## src/rtl/logo_bounce_engine.sv

```systemverilog
// logo_bounce_engine
// ------------------
// Animation stage that sits in front of the logo LUT. It keeps a logo position
// that moves once per frame and bounces off the screen edges. It also turns the
// raster counters into logo-relative LUT coordinates, and keeps an RGB mask
// that steps on every wall hit.
//
// Ports
//   clk_i           pixel clock
//   rst_ni          asynchronous active-low reset
//   vsync_i         vertical sync (polarity set by VSYNC_ACTIVE_LOW)
//   active_video_i  horizontal AND vertical active video
//   x_i / y_i       raster pixel / line counters
//   lut_x_o/lut_y_o registered logo-relative coordinates, 0 outside the window
//   in_window_o     registered: pixel inside the logo and video active
//   color_o         RGB mask {r,g,b}, never 3'b000
//   pos_x_o/pos_y_o current logo left / top edge
//   corner_hit_o    (LOGO_BOUNCE_CORNER_CNT_EN only) 1-cycle pulse after a corner hit
//   corner_cnt_o    (LOGO_BOUNCE_CORNER_CNT_EN only) saturating corner-hit count
//
// Optional build macro: LOGO_BOUNCE_CORNER_CNT_EN adds the corner hit pulse and
// the corner hit counter.
//
// Timing: the window outputs have one cycle of latency. The position and colour
// change only on the frame tick. The tick falls in vertical blanking, so the
// logo never moves in the middle of a visible frame.

module logo_bounce_engine #(
  parameter int H_ACTIVE         = 640,
  parameter int V_ACTIVE         = 480,
  parameter int LOGO_W           = 128,
  parameter int LOGO_H           = 64,
  parameter int STEP_X           = 1,
  parameter int STEP_Y           = 1,
  parameter int VSYNC_ACTIVE_LOW = 1
) (
  input  logic        clk_i,
  input  logic        rst_ni,
  input  logic        vsync_i,
  input  logic        active_video_i,
  input  logic [9:0]  x_i,
  input  logic [8:0]  y_i,
  output logic [9:0]  lut_x_o,
  output logic [8:0]  lut_y_o,
  output logic        in_window_o,
  output logic [2:0]  color_o,
  output logic [9:0]  pos_x_o,
  output logic [8:0]  pos_y_o
`ifdef LOGO_BOUNCE_CORNER_CNT_EN
  ,
  output logic        corner_hit_o,
  output logic [15:0] corner_cnt_o
`endif
);

  // X arithmetic is carried out in 11 bits and Y in 10 bits, so sums and
  // differences never wrap.
  localparam logic [10:0] LP_X_MAX  = 11'(H_ACTIVE - LOGO_W);
  localparam logic [9:0]  LP_Y_MAX  = 10'(V_ACTIVE - LOGO_H);
  localparam logic [10:0] LP_STEP_X = 11'(STEP_X);
  localparam logic [9:0]  LP_STEP_Y = 10'(STEP_Y);
  localparam logic [10:0] LP_LOGO_W = 11'(LOGO_W);
  localparam logic [9:0]  LP_LOGO_H = 10'(LOGO_H);
  localparam logic [9:0]  LP_X_RST  = 10'((H_ACTIVE - LOGO_W) / 2);
  localparam logic [8:0]  LP_Y_RST  = 9'((V_ACTIVE - LOGO_H) / 2);
  localparam logic        LP_VS_IDLE = (VSYNC_ACTIVE_LOW != 0) ? 1'b1 : 1'b0;

  typedef enum logic {
    DIR_FWD  = 1'b0,  // right for X, down for Y
    DIR_BACK = 1'b1   // left for X, up for Y
  } dir_e;

  generate
    if (LOGO_W >= H_ACTIVE || LOGO_H >= V_ACTIVE) begin : g_bad_geometry
      $fatal(1, "logo_bounce_engine: logo must be smaller than the active area");
    end
  endgenerate

  // ---------------------------------------------------------------- state
  logic       r_vsync_d;
  logic       r_armed;
  logic [9:0] r_pos_x;
  logic [8:0] r_pos_y;
  dir_e       r_dir_x;
  dir_e       r_dir_y;
  logic [2:0] r_color;
  logic       r_in_window;
  logic [9:0] r_lut_x;
  logic [8:0] r_lut_y;

  // ---------------------------------------------------------------- frame tick
  logic w_vs_now;
  logic w_vs_prev;
  logic w_tick;

  assign w_vs_now  = (vsync_i   != LP_VS_IDLE);
  assign w_vs_prev = (r_vsync_d != LP_VS_IDLE);
  // r_armed makes sure vsync has been seen deasserted at least once since
  // reset. Without it, a vsync that is already asserted when reset is
  // released would produce a tick.
  assign w_tick    = r_armed & w_vs_now & ~w_vs_prev;

  // ---------------------------------------------------------------- next position
  logic [10:0] w_x_sum;
  logic [10:0] w_x_diff;
  logic [9:0]  w_y_sum;
  logic [9:0]  w_y_diff;
  logic [9:0]  w_pos_x_nxt;
  logic [8:0]  w_pos_y_nxt;
  dir_e        w_dir_x_nxt;
  dir_e        w_dir_y_nxt;
  logic        w_hit_x;
  logic        w_hit_y;
  logic [2:0]  w_color_nxt;

  assign w_x_sum  = {1'b0, r_pos_x} + LP_STEP_X;
  assign w_x_diff = {1'b0, r_pos_x} - LP_STEP_X;
  assign w_y_sum  = {1'b0, r_pos_y} + LP_STEP_Y;
  assign w_y_diff = {1'b0, r_pos_y} - LP_STEP_Y;

  always_comb begin
    w_pos_x_nxt = r_pos_x;
    w_dir_x_nxt = r_dir_x;
    w_hit_x     = 1'b0;
    if (r_dir_x == DIR_FWD) begin
      if (w_x_sum >= LP_X_MAX) begin
        w_pos_x_nxt = LP_X_MAX[9:0];
        w_dir_x_nxt = DIR_BACK;
        w_hit_x     = 1'b1;
      end else begin
        w_pos_x_nxt = w_x_sum[9:0];
      end
    end else begin
      if ({1'b0, r_pos_x} <= LP_STEP_X) begin
        w_pos_x_nxt = '0;
        w_dir_x_nxt = DIR_FWD;
        w_hit_x     = 1'b1;
      end else begin
        w_pos_x_nxt = w_x_diff[9:0];
      end
    end
  end

  always_comb begin
    w_pos_y_nxt = r_pos_y;
    w_dir_y_nxt = r_dir_y;
    w_hit_y     = 1'b0;
    if (r_dir_y == DIR_FWD) begin
      if (w_y_sum >= LP_Y_MAX) begin
        w_pos_y_nxt = LP_Y_MAX[8:0];
        w_dir_y_nxt = DIR_BACK;
        w_hit_y     = 1'b1;
      end else begin
        w_pos_y_nxt = w_y_sum[8:0];
      end
    end else begin
      if ({1'b0, r_pos_y} <= LP_STEP_Y) begin
        w_pos_y_nxt = '0;
        w_dir_y_nxt = DIR_FWD;
        w_hit_y     = 1'b1;
      end else begin
        w_pos_y_nxt = w_y_diff[8:0];
      end
    end
  end

  // The colour steps through 001..111 and skips 000, so the logo is never
  // blanked.
  assign w_color_nxt = (r_color == 3'b111) ? 3'b001 : r_color + 3'd1;

  always_ff @(posedge clk_i or negedge rst_ni) begin
    if (!rst_ni) begin
      r_vsync_d <= LP_VS_IDLE;
      r_armed   <= 1'b0;
      r_pos_x   <= LP_X_RST;
      r_pos_y   <= LP_Y_RST;
      r_dir_x   <= DIR_FWD;
      r_dir_y   <= DIR_FWD;
      r_color   <= 3'b111;
    end else begin
      r_vsync_d <= vsync_i;
      if (!w_vs_now) begin
        r_armed <= 1'b1;
      end
      if (w_tick) begin
        r_pos_x <= w_pos_x_nxt;
        r_pos_y <= w_pos_y_nxt;
        r_dir_x <= w_dir_x_nxt;
        r_dir_y <= w_dir_y_nxt;
        // A corner hit sets both flags but still advances only one step.
        if (w_hit_x || w_hit_y) begin
          r_color <= w_color_nxt;
        end
      end
    end
  end

  // ---------------------------------------------------------------- window path
  logic [10:0] w_x_end;
  logic [9:0]  w_y_end;
  logic        w_in_window;
  logic [9:0]  w_rel_x;
  logic [8:0]  w_rel_y;

  assign w_x_end     = {1'b0, r_pos_x} + LP_LOGO_W;
  assign w_y_end     = {1'b0, r_pos_y} + LP_LOGO_H;
  assign w_in_window = active_video_i
                     & (x_i >= r_pos_x) & ({1'b0, x_i} < w_x_end)
                     & (y_i >= r_pos_y) & ({1'b0, y_i} < w_y_end);
  assign w_rel_x     = x_i - r_pos_x;
  assign w_rel_y     = y_i - r_pos_y;

  always_ff @(posedge clk_i or negedge rst_ni) begin
    if (!rst_ni) begin
      r_in_window <= 1'b0;
      r_lut_x     <= '0;
      r_lut_y     <= '0;
    end else begin
      r_in_window <= w_in_window;
      r_lut_x     <= w_in_window ? w_rel_x : '0;
      r_lut_y     <= w_in_window ? w_rel_y : '0;
    end
  end

`ifdef LOGO_BOUNCE_CORNER_CNT_EN
  // ---------------------------------------------------------------- corner stats
  logic        r_corner_hit;
  logic [15:0] r_corner_cnt;
  logic        w_corner;

  assign w_corner = w_tick & w_hit_x & w_hit_y;

  always_ff @(posedge clk_i or negedge rst_ni) begin
    if (!rst_ni) begin
      r_corner_hit <= 1'b0;
      r_corner_cnt <= '0;
    end else begin
      r_corner_hit <= w_corner;
      if (w_corner && (r_corner_cnt != 16'hFFFF)) begin
        r_corner_cnt <= r_corner_cnt + 16'd1;
      end
    end
  end

  assign corner_hit_o = r_corner_hit;
  assign corner_cnt_o = r_corner_cnt;
`endif

  assign pos_x_o     = r_pos_x;
  assign pos_y_o     = r_pos_y;
  assign color_o     = r_color;
  assign in_window_o = r_in_window;
  assign lut_x_o     = r_lut_x;
  assign lut_y_o     = r_lut_y;

endmodule

```

## config.mk

```make
export PLATFORM = sky130hd
export DESIGN_NAME = logo_bounce_engine
export DESIGN_NICKNAME = d
export VERILOG_FILES = /design/src/rtl/logo_bounce_engine.sv
export SDC_FILE = /design/constraint.sdc
export NUM_CORES = 1
export LEC_CHECK = 0
export BUFFER_PORTS_ARGS = -buffer_cell sky130_fd_sc_hd__buf_2
export CAP_MARGIN = 10
export CORE_ASPECT_RATIO = 0.8
export CORE_UTILIZATION = 50
export DETAILED_ROUTE_END_ITERATION = 12
export GPL_TIMING_DRIVEN = 0
export PLACE_DENSITY = 0.85
export SETUP_SLACK_MARGIN = 0.3
export SYNTH_ARGS = -nofsm -noshare
export SYNTH_HDL_FRONTEND = slang
export SYNTH_SLANG_ARGS = --single-unit
```

## constraint.sdc

```tcl
create_clock -name clk_i -period 3.6 [get_ports clk_i]
set_input_delay 0 -clock clk_i [delete_from_list [all_inputs] [get_ports clk_i]]
set_output_delay 0 -clock clk_i [all_outputs]
set_load 0.02 [all_outputs]
```

==> out/results.tsv <==
stage	metric	value	unit
timing	hold_viol	0	
yosys	syn_nets	483	
outcome	status	finished clean	
critical_path	crit_path_end_kind	register	
timing	drv_slew	0	
min_path	min_from	x_i[0]	
global_routing	grt_pass1_vias	3245	
yosys	synth_commonest_cells	40 x nor2_1, 38 x dfrtp_1, 38 x ha_1, 33 x a21oi_1, 32 x inv_1	
drt	drc_errors	0	
cells_and_area	fin_util	0.602	
yosys	yosysTopAreaCell	dfrtp_1	
cells_and_area	nNetsFinal	556	
floorplan	coreArea	6860	µm²
critical_path	worstPathCellList	clkbuf_1 > inv_1 > ha_1 > clkbuf_1 > and3_1 > and3_1 > a211oi_1 > a22oi_1 > nand4_1 > clkbuf_1 > nor2_1	
power	p_int	1.75	mW
power	pwr-share-comb	0.610	
timing	min_period	3090	ps
cells_and_area	drive_above_1_share	0.186	
drt	firstDrtPassIters	5	
timing	timing.hold.ws	65.3	ps
timing	grt_setup_unrepaired	no	
drt	drt_wl_total	9.13	mm
critical_path	path_max_fanout	10	
critical_path	max_stage_delay	560	ps
critical_path	path_class	reg -> reg	
cells_and_area	instances_no_fill	581	
floorplan	dieArea	7420	µm²
critical_path	critical-path-top-delay-family	buffers and inverters	
drt	viasPerCell	6.03	
critical_path	r2r-start	pos_y_o[6]$_DFFE_PN1P_	
timing	max_freq	324	MHz
timing	period_share	0.858	
global_routing	grt_pass1_wl	14.9	mm
power	seqPwrFrac	0.252	
critical_path	worstPathArrival	3260	ps
global_routing	grt_max_degree	47	
cells_and_area	fin_area	4130	µm²
timing	slew_headroom	0.306	
critical_path	required	3780	ps
drt	vias	3504	
placement	gp_congestion	0.941	
timing	tightest_slew	1040	ps
yosys	synthArstFlopShare	1.00	
timing	finClkSkew	12.1	ps
run	drv_cap	0	
yosys	avgSynthCellArea	8.43	µm²
min_path	hold_path.class	in -> reg	
timing	setup_violations	0	
clocking	clk_pin_slew	100	ps
critical_path	critPathSlowestCell	dfstp_2	
clocking	htreeDepth	2	
yosys	syn_inst	420	
floorplan	fp.dieH	77.3	µm
floorplan	io_pins	65	
yosys	yosysSeqAreaShare	0.328	
placement	placed_area	3970	µm²
power	swShare	0.492	
yosys	yosysWarnings	0	
placement	post-place-ws	562	ps
floorplan	die_w	96.1	µm
cells_and_area	fillers	632	
power	irDropWorstVdd	0.422	mV
power	power_leakage	1.93	nW
power	p_clk_frac	0.138	
floorplan	start_util	0.516	
yosys	synthFlopType	dfrtp_1	
yosys	ys_ff_latch	46	
cells_and_area	diodes	0	
power	finalPower	3.44	mW
clocking	clock-sinks	46	
power	p_switching	1.69	mW
clocking	cts_max_path_buffers	2	
yosys	synth-edff-count	0	
yosys	syn_area	3540	µm²
placement	dp.cells	571	
drt	drt-initial-drc-count	304	
critical_path	cp-start-kind	register	
clocking	post_cts_resized	0	
clocking	tritoncts	yes	
drt	ant_nets	0	
yosys	yosysMostFrequentCell	nor2_1	
drt	avgRoutedWirePerCell	15.7	µm
placement	hpwl	6.74	mm
global_routing	grt_overflow	0	
yosys	yosys-top-cells-area	dfrtp_1 27%, ha_1 13%, dfstp_2 5.9%	
placement	port_buffers	64	
yosys	synth_cell_types	59	
clocking	cts_root_buffer	clkbuf_8	
yosys	synth_top_area_frac	0.269	
clocking	clk_latency	310	ps
floorplan	std_cell_rows	27	
global_routing	antenna_found_initial	0	
critical_path	crit_top_cell	clkbuf_1	
global_routing	grt_usage	0.253	
timing	setup_tns	0	ps
clocking	cts_made_buffers	5	
power	cellPowerDensity	834	nW/µm²
timing	worst_slack	513	ps
cells_and_area	syn_to_final_growth	16.6	%
critical_path	path_buf_inv	4	
critical_path	worstSetupStartpoint	pos_y_o[6]$_DFFE_PN1P_	
## cell families after synthesis
family                   count (synthesis)  share of synthesized area
AND/OR/NAND/NOR                        137                      0.193
flip-flops                              46                      0.328
buffers and inverters                   51                     0.0555
XOR/XNOR                                17                     0.0421
AO/OA/AOI/OAI                          129                      0.236
adder cells (fa/ha/maj)                 40                      0.146
## placed cells by master (no fill, tap or decap), drive strengths merged, types with 2 or more instances in the layout
cell	instances
nor2	40
a32o	2
inv	32
or2	3
nor2b	3
o31a	2
nand3	14
dlygate4sd3	2
dfrtp	38
and4	4
or4	4
o211ai	7
xnor2	10
a31oi	12
or3	6
nand4	4
o21a	2
a41oi	3
xor2	7
o31ai	3
fa	2
dfstp	8
o21bai	2
a32oi	4
clkbuf	21
a21oi	33
buf	67
a22oi	2
a211oi	4
o21ai	30
a22o	2
nor3	14
ha	38
bufinv	2
a21o	3
o22ai	5
and3	6
nor4	8
nand2	26
## path summary, 6_finish.rpt
| kind | end | slack [ps] | cells after the start |
|---|---|---|---|
| setup / recovery | lut_y_o[6]$_DFF_PN0_ | 510 | 11 |
| hold / removal | lut_x_o[0]$_DFF_PN0_ | 70 | 4 |
| setup reg to reg | lut_y_o[6]$_DFF_PN0_ | 510 | 11 |
| hold reg to reg | r_armed$_DFFE_PN0P_ | 470 | 1 |
| max in group asynchronous | pos_x_o[6]$_DFFE_PN0P_ | 2540 | 2 |
| min in group asynchronous | lut_x_o[9]$_DFF_PN0_ | 410 | 2 |
## routing by layer
layer  share of wire  track usage  vias up
met2            0.44        0.388      162
met1            0.47        0.364     1632
met5               0            0        -
met4           0.012       0.0687        0
li1                -            -     1697
met3           0.076       0.0427       13
## final cells by class
type / count / area [µm²] / area share
multi-input combinational: 323 / 2180 / 0.529
clock inverter: 3 / 68.8 / 0.0167
buffer: 19 / 76.3 / 0.0185
tap: 87 / 109 / 0.0264
inverter: 32 / 120 / 0.0291
sequential: 46 / 1160 / 0.281
clock buffer: 5 / 68.8 / 0.0167
timing repair buffer: 66 / 340 / 0.0825
## power by group through the flow
stage / clock (mW) / combinational (mW) / sequential (mW)
3_5_place_dp: 0 / 2.06 / 0.873
4_1_cts: 0.477 / 2.07 / 0.863
2_1_floorplan: 0 / 1.38 / 1.01
6_report: 0.473 / 2.10 / 0.867
3_3_place_gp: 0 / 2.00 / 0.866
5_1_grt: 0.497 / 2.33 / 0.895
## registers in the layout, summed over array words and instances (netlist names), 3 cells and up
| signal | cells |
|---|---|
| pos_x_o | 10 |
| pos_y_o | 9 |
| lut_x_o | 10 |
| lut_y_o | 9 |
| color_o | 3 |
## worst register-to-register path, cell delays in order (launching register included)
cell and delay (ps):
dfstp_2 560, clkbuf_1 360, inv_1 200, ha_1 300, clkbuf_1 180, and3_1 230, and3_1 180, a211oi_1 230
a22oi_1 110, nand4_1 120, clkbuf_1 370, nor2_1 110
## repair_timing
item / 4_1_cts / 5_1_grt
hold buffers: 2 / 0
endpoints found under the hold margin: 40 / 0
buffers inserted: 0 / 0
No activity file was read; power rests on OpenSTA's default activity.
